`config.mk`:
```
export PLATFORM = sky130hd
export DESIGN_NAME = imm_encoder
export DESIGN_NICKNAME = d
export VERILOG_FILES = /design/src/rtl/imm_encoder.sv
export SDC_FILE = /design/constraint.sdc
export NUM_CORES = 1
export LEC_CHECK = 0
export ABC_AREA = 0
export CAP_MARGIN = 20
export CORE_MARGIN = 3
export CORE_UTILIZATION = 48
export DETAILED_ROUTE_END_ITERATION = 10
export GPL_ROUTABILITY_DRIVEN = 0
export PLACE_DENSITY = 0.81
export RECOVER_POWER = 25
export SLEW_MARGIN = 20
export SYNTH_ARGS = -nofsm -noshare
export SYNTH_HDL_FRONTEND = slang
export SYNTH_SLANG_ARGS = --single-unit
export TNS_END_PERCENT = 20
```
`constraint.sdc`:
```
create_clock -name clk -period 2.95 [get_ports clk]
set_input_delay 0.295 -clock clk [delete_from_list [all_inputs] [get_ports clk]]
set_output_delay 0.295 -clock clk [all_outputs]
set_load 0.01 [all_outputs]
```
`src/rtl/imm_encoder.sv`:
```
// Packs a full-width immediate into the immediate fields of a RISC-V instruction word.
// Out-of-range immediates are rejected and counted; accepted words get sequential addresses.
module imm_encoder #(
    parameter logic [31:0] BASE_ADDR = 32'h0000_0000,
    parameter logic [31:0] ADDR_STEP = 32'd4
) (
    input  logic        clk,
    input  logic        reset_n,
    input  logic        clear,
    input  logic        in_valid,
    output logic        in_ready,
    input  logic [2:0]  immsrc,
    input  logic [31:0] imm,
    input  logic [31:0] base,
    output logic        out_valid,
    input  logic        out_ready,
    output logic [31:0] out_instr,
    output logic [31:0] out_addr,
    output logic        err,
    output logic        err_sticky,
    output logic [7:0]  err_count
);

    // Handshake: a beat transfers on an edge where valid && ready are both high;
    // valid never depends on ready, and the held word stays stable until it transfers.
    localparam logic [2:0] SRC_I = 3'b000;
    localparam logic [2:0] SRC_S = 3'b001;
    localparam logic [2:0] SRC_B = 3'b010;
    localparam logic [2:0] SRC_U = 3'b011;
    localparam logic [2:0] SRC_J = 3'b100;

    logic        out_valid_q, out_valid_d;
    logic [31:0] out_instr_q, out_instr_d;
    logic [31:0] out_addr_q,  out_addr_d;
    logic [31:0] addr_cnt_q,  addr_cnt_d;
    logic        err_q,        err_d;
    logic        err_sticky_q, err_sticky_d;
    logic [7:0]  err_count_q,  err_count_d;

    logic [31:0] enc_instr;
    logic        legal;
    logic        accept;
    logic        load;
    logic        reject;

    // Legality means the dropped upper bits are pure sign extension and any
    // implicit zero LSBs really are zero, so the packed word decodes back to imm.
    always_comb begin
        enc_instr = base;
        legal     = 1'b0;
        case (immsrc)
            SRC_I: begin
                enc_instr[31:20] = imm[11:0];
                legal            = (imm[31:11] == {21{imm[11]}});
            end
            SRC_S: begin
                enc_instr[31:25] = imm[11:5];
                enc_instr[11:7]  = imm[4:0];
                legal            = (imm[31:11] == {21{imm[11]}});
            end
            SRC_B: begin
                enc_instr[31]    = imm[12];
                enc_instr[30:25] = imm[10:5];
                enc_instr[11:8]  = imm[4:1];
                enc_instr[7]     = imm[11];
                legal            = (imm[31:12] == {20{imm[12]}}) && !imm[0];
            end
            SRC_U: begin
                enc_instr[31:12] = imm[31:12];
                legal            = (imm[11:0] == 12'h000);
            end
            SRC_J: begin
                enc_instr[31]    = imm[20];
                enc_instr[30:21] = imm[10:1];
                enc_instr[20]    = imm[11];
                enc_instr[19:12] = imm[19:12];
                legal            = (imm[31:20] == {12{imm[20]}}) && !imm[0];
            end
            default: legal = 1'b0;
        endcase
    end

    assign in_ready = !clear && (!out_valid_q || out_ready);
    assign accept   = in_valid && in_ready;
    assign load     = accept && legal;
    assign reject   = accept && !legal;

    always_comb begin
        out_valid_d  = out_valid_q;
        out_instr_d  = out_instr_q;
        out_addr_d   = out_addr_q;
        addr_cnt_d   = addr_cnt_q;
        err_d        = 1'b0;
        err_sticky_d = err_sticky_q;
        err_count_d  = err_count_q;

        if (clear) begin
            out_valid_d  = 1'b0;
            addr_cnt_d   = BASE_ADDR;
            err_sticky_d = 1'b0;
            err_count_d  = 8'h00;
        end else begin
            if (load) begin
                out_valid_d = 1'b1;
                out_instr_d = enc_instr;
                out_addr_d  = addr_cnt_q;
                addr_cnt_d  = addr_cnt_q + ADDR_STEP;
            end else if (out_valid_q && out_ready) begin
                out_valid_d = 1'b0;
            end
            if (reject) begin
                err_d        = 1'b1;
                err_sticky_d = 1'b1;
                if (err_count_q != 8'hFF) begin
                    err_count_d = err_count_q + 8'd1;
                end
            end
        end
    end

    always_ff @(posedge clk or negedge reset_n) begin
        if (!reset_n) begin
            out_valid_q  <= 1'b0;
            out_instr_q  <= 32'h0000_0000;
            out_addr_q   <= BASE_ADDR;
            addr_cnt_q   <= BASE_ADDR;
            err_q        <= 1'b0;
            err_sticky_q <= 1'b0;
            err_count_q  <= 8'h00;
        end else begin
            out_valid_q  <= out_valid_d;
            out_instr_q  <= out_instr_d;
            out_addr_q   <= out_addr_d;
            addr_cnt_q   <= addr_cnt_d;
            err_q        <= err_d;
            err_sticky_q <= err_sticky_d;
            err_count_q  <= err_count_d;
        end
    end

    assign out_valid  = out_valid_q;
    assign out_instr  = out_instr_q;
    assign out_addr   = out_addr_q;
    assign err        = err_q;
    assign err_sticky = err_sticky_q;
    assign err_count  = err_count_q;

endmodule

```
==> flow_summary_export.csv, run 1 <==
group,metric,value,unit
clocking,clk_pin_slew,90,ps
final_layout,diodes,0,
floorplan,die_area,12000,um^2
worst_setup_path,path_class,"input pin to flip-flop",
global_routing,grt_pass1_wl,23230,um
logic_synthesis,synth_seq_cells,103,
final_layout,multi_input_area,2389,um^2
clocking,clk_latency,370,ps
flow_run,cap_viol_max_count,0,
timing,maxSlewHeadroom,0.03251,
final_layout,fillers,800,
global_routing,antenna_found_initial,0,
final_layout,syn_to_final_growth,40.10,%
logic_synthesis,syn_avg_cell_area,8.963,um^2
worst_setup_path,r2r_end,"addr_cnt_q[30]",
logic_synthesis,synth-edff-count,0,
logic_synthesis,ys_types,54,
floorplan,row_count,37,
route,final_antenna_net_count,0,
route,firstDrtPassIters,7,
floorplan,initial_utilization,0.4961,
pwr,cellPowerDensity,352.2,nW/um^2
clocking,cts_setup_buffers,0,
route,routed_wl,14670,um
global_routing,grt_overflow,0,
timing,setup_ws,93.54,ps
place,hpwl,10790,um
timing,max_clock_freq,0.3501,GHz
timing,setup-tns-final,0,ps
clocking,postCtsHoldBufs,0,
timing,hold_viol,0,
outcome,status,"finished, final reports clean",
worst_setup_path,start_kind,"input pin",
global_routing,grt_pass1_vias,4721,
logic_synthesis,synthArstFlopShare,1.000,
logic_synthesis,syn_inst,574,
place,place_inst,866,
route,vias,4934,
floorplan,dieWidth,109.5,um
floorplan,die_h,109.5,um
timing,fin_crit,2856,ps
worst_setup_path,end_kind,"flip-flop",
floorplan,pin_count,148,
clocking,clk_path_buf_depth,2,
final_layout,nNetsFinal,815,
timing,worst_hold_slack,259.7,ps
clocking,cts.sinks,103,
timing,drv_slew,0,
clocking,cts-buffers-inserted,9,
pwr,vdd_drop_max,0.2442,mV
global_routing,grt_usage,0.2474,
global_routing,grt_max_degree,63,
clocking,cts_root_buf,"clkbuf_8",
place,portBuffers,145,
timing,skew,6.360,ps
final_layout,ff_latch_area,2577,um^2
worst_hold_path,hold_path.class,"input pin to async pin",
pwr,leakage,0.003148,uW
logic_synthesis,ys_warn_count,0,
timing,period_share,0.9683,
logic_synthesis,ys.flop_type,"dfrtp_1",
worst_setup_path,r2r_cells,7,
route,drtIter0Drc,302,
final_layout,layout-drive-gt1-share,0.1034,
worst_setup_path,reg2reg_from,"addr_cnt_q[6]",
route,viasPerCell,5.600,
timing,worstMarginPinSlew,1451,ps
final_layout,layoutNonFillerInstCount,881,
worst_setup_path,critical_path_arrival,3160,ps
worst_setup_path,path_max_fanout,14,
clocking,cts_resized,0,
timing,setup_viol,0,
worst_setup_path,r2r_setup_slack,250,ps
route,wl_per_cell,16.65,um
final_layout,final_cell_mix,"144 x clkdlybuf4s50_1, 140 x nand2_1, 103 x dfrtp_1",
place,dp_slack,-308.8,ps
clocking,cts_htree_levels,3,
route,drc,0,
floorplan,core,10370,um^2
timing,rsz0062_at_grt,"no",
logic_synthesis,synth.cell_area,5145,um^2
final_layout,final_common_cell,"clkdlybuf4s50_1",
logic_synthesis,ys_seq_area_frac,0.5010,
worst_setup_path,cp.required,3250,ps
clocking,tritoncts,"yes",
-- per-stage QoR --
stage	util	instance area, um^2	total power (uW)
after global placement	0.6788	7039	1758
after detailed placement	0.6793	7044	1764
after CTS	0.6951	7208	2563
after global routing	0.6951	7208	2653
final	0.6951	7208	2538
after floorplan	-	5149	1552
-- how the worst max path moves through the flow --
stage          cells after the start  startpoint             end  slack (ps)
2_1_floorplan                      9     imm[28]  addr_cnt_q[26]         440
3_3_place_gp                       9     imm[31]    err_count[1]        -350
3_5_place_dp                      10     imm[28]  addr_cnt_q[31]        -310
4_1_cts                           10     imm[28]  addr_cnt_q[31]         110
5_1_grt                            9     imm[28]  addr_cnt_q[25]          20
6_report                           9     imm[27]  addr_cnt_q[25]          90
-- cell families after synthesis --
kind of cell               count (synthesis)  share of synthesized area
adders and majority gates                  2                   0.004863
other                                      1                  0.0007289
DFF                                      103                     0.5010
AOI/OAI and AO/OA                        137                     0.1693
buffers and inverters                     54                    0.04207
xor gates and xnor gates                   3                   0.005108
and+or+nand+nor                          251                     0.2315
muxes                                     23                    0.04548
-- power by group --
part / switching, uW / internal [uW] / total [uW] / leakage, uW
registers: 7.14 / 1420 / 1420 / 0.00144
logic: 150 / 162 / 312 / 0.00163
clock network: 488 / 315 / 803 / 0.0000830
-- state kept, by name, summed over array words and instances (netlist names) --
register and cells:
out_instr 32, out_addr 30, err_count 8, err 1, addr_cnt_q 30, err_sticky 1
out_valid 1
-- critical path: stages --
cell and delay, ps:
clkdlybuf4s50_1 440, or4_4 550, nor4_2 230, o2111ai_1 250, a221oi_4 400, o2111ai_2 150
buf_4 210, or4_1 470, a21oi_1 160
-- cell usage after synthesis (all sizes together) (4+ instances only) --
library cell  number  area (um^2)
a221oi             4        52.56
clkbuf            23        86.33
o2111ai            4        47.55
and2               5        31.28
nand3             11        55.05
o22ai              7        43.79
nor3               8        40.04
nand4              9        56.30
and4               4        35.03
buf               10        51.29
or4               12        97.59
nand2            140        525.5
nor4               9        62.56
inv               20        75.07
or3               16        100.1
a21oi             40        200.2
mux2i             20        200.2
o21ai             46        230.2
o31ai             18        140.1
dfrtp            103         2577
and3               5        31.28
nor2              22        82.58
-- per-layer routing --
metal | up-vias | routed length [um] | track usage | share of wire
met4 | 0 | 215 | 0.06589 | 0.015
met2 | 159 | 7090 | 0.4058 | 0.48
met1 | 2387 | 6295 | 0.3235 | 0.43
li1 | 2367 | - | - | -
met5 | - | 0 | 0 | 0
met3 | 21 | 1066 | 0.06929 | 0.073
-- cell type report --
class                           instances  area share
Inverter                               21     0.01094
Sequential cell                       103      0.3576
Multi-Input combinational cell        418      0.3314
Tap cell                              136     0.02361
Clock buffer                           12     0.01875
Clock inverter                          3    0.003992
Timing Repair Buffer                  188      0.2538
Power figures use the tool's default switching activity.
==> run 2, diff against run 1 <==
SKIP_LAST_GASP = 1   (was unset)
TNS_END_PERCENT = unset   (was 20)
==> results of run 2 <==
Final layout, timing and power as in run 1 (identical DEF).
==> run 3, diff against run 2 <==
SKIP_LAST_GASP = unset   (was 1)
==> results of run 3 <==
Final layout, timing and power as in run 1 (identical DEF).
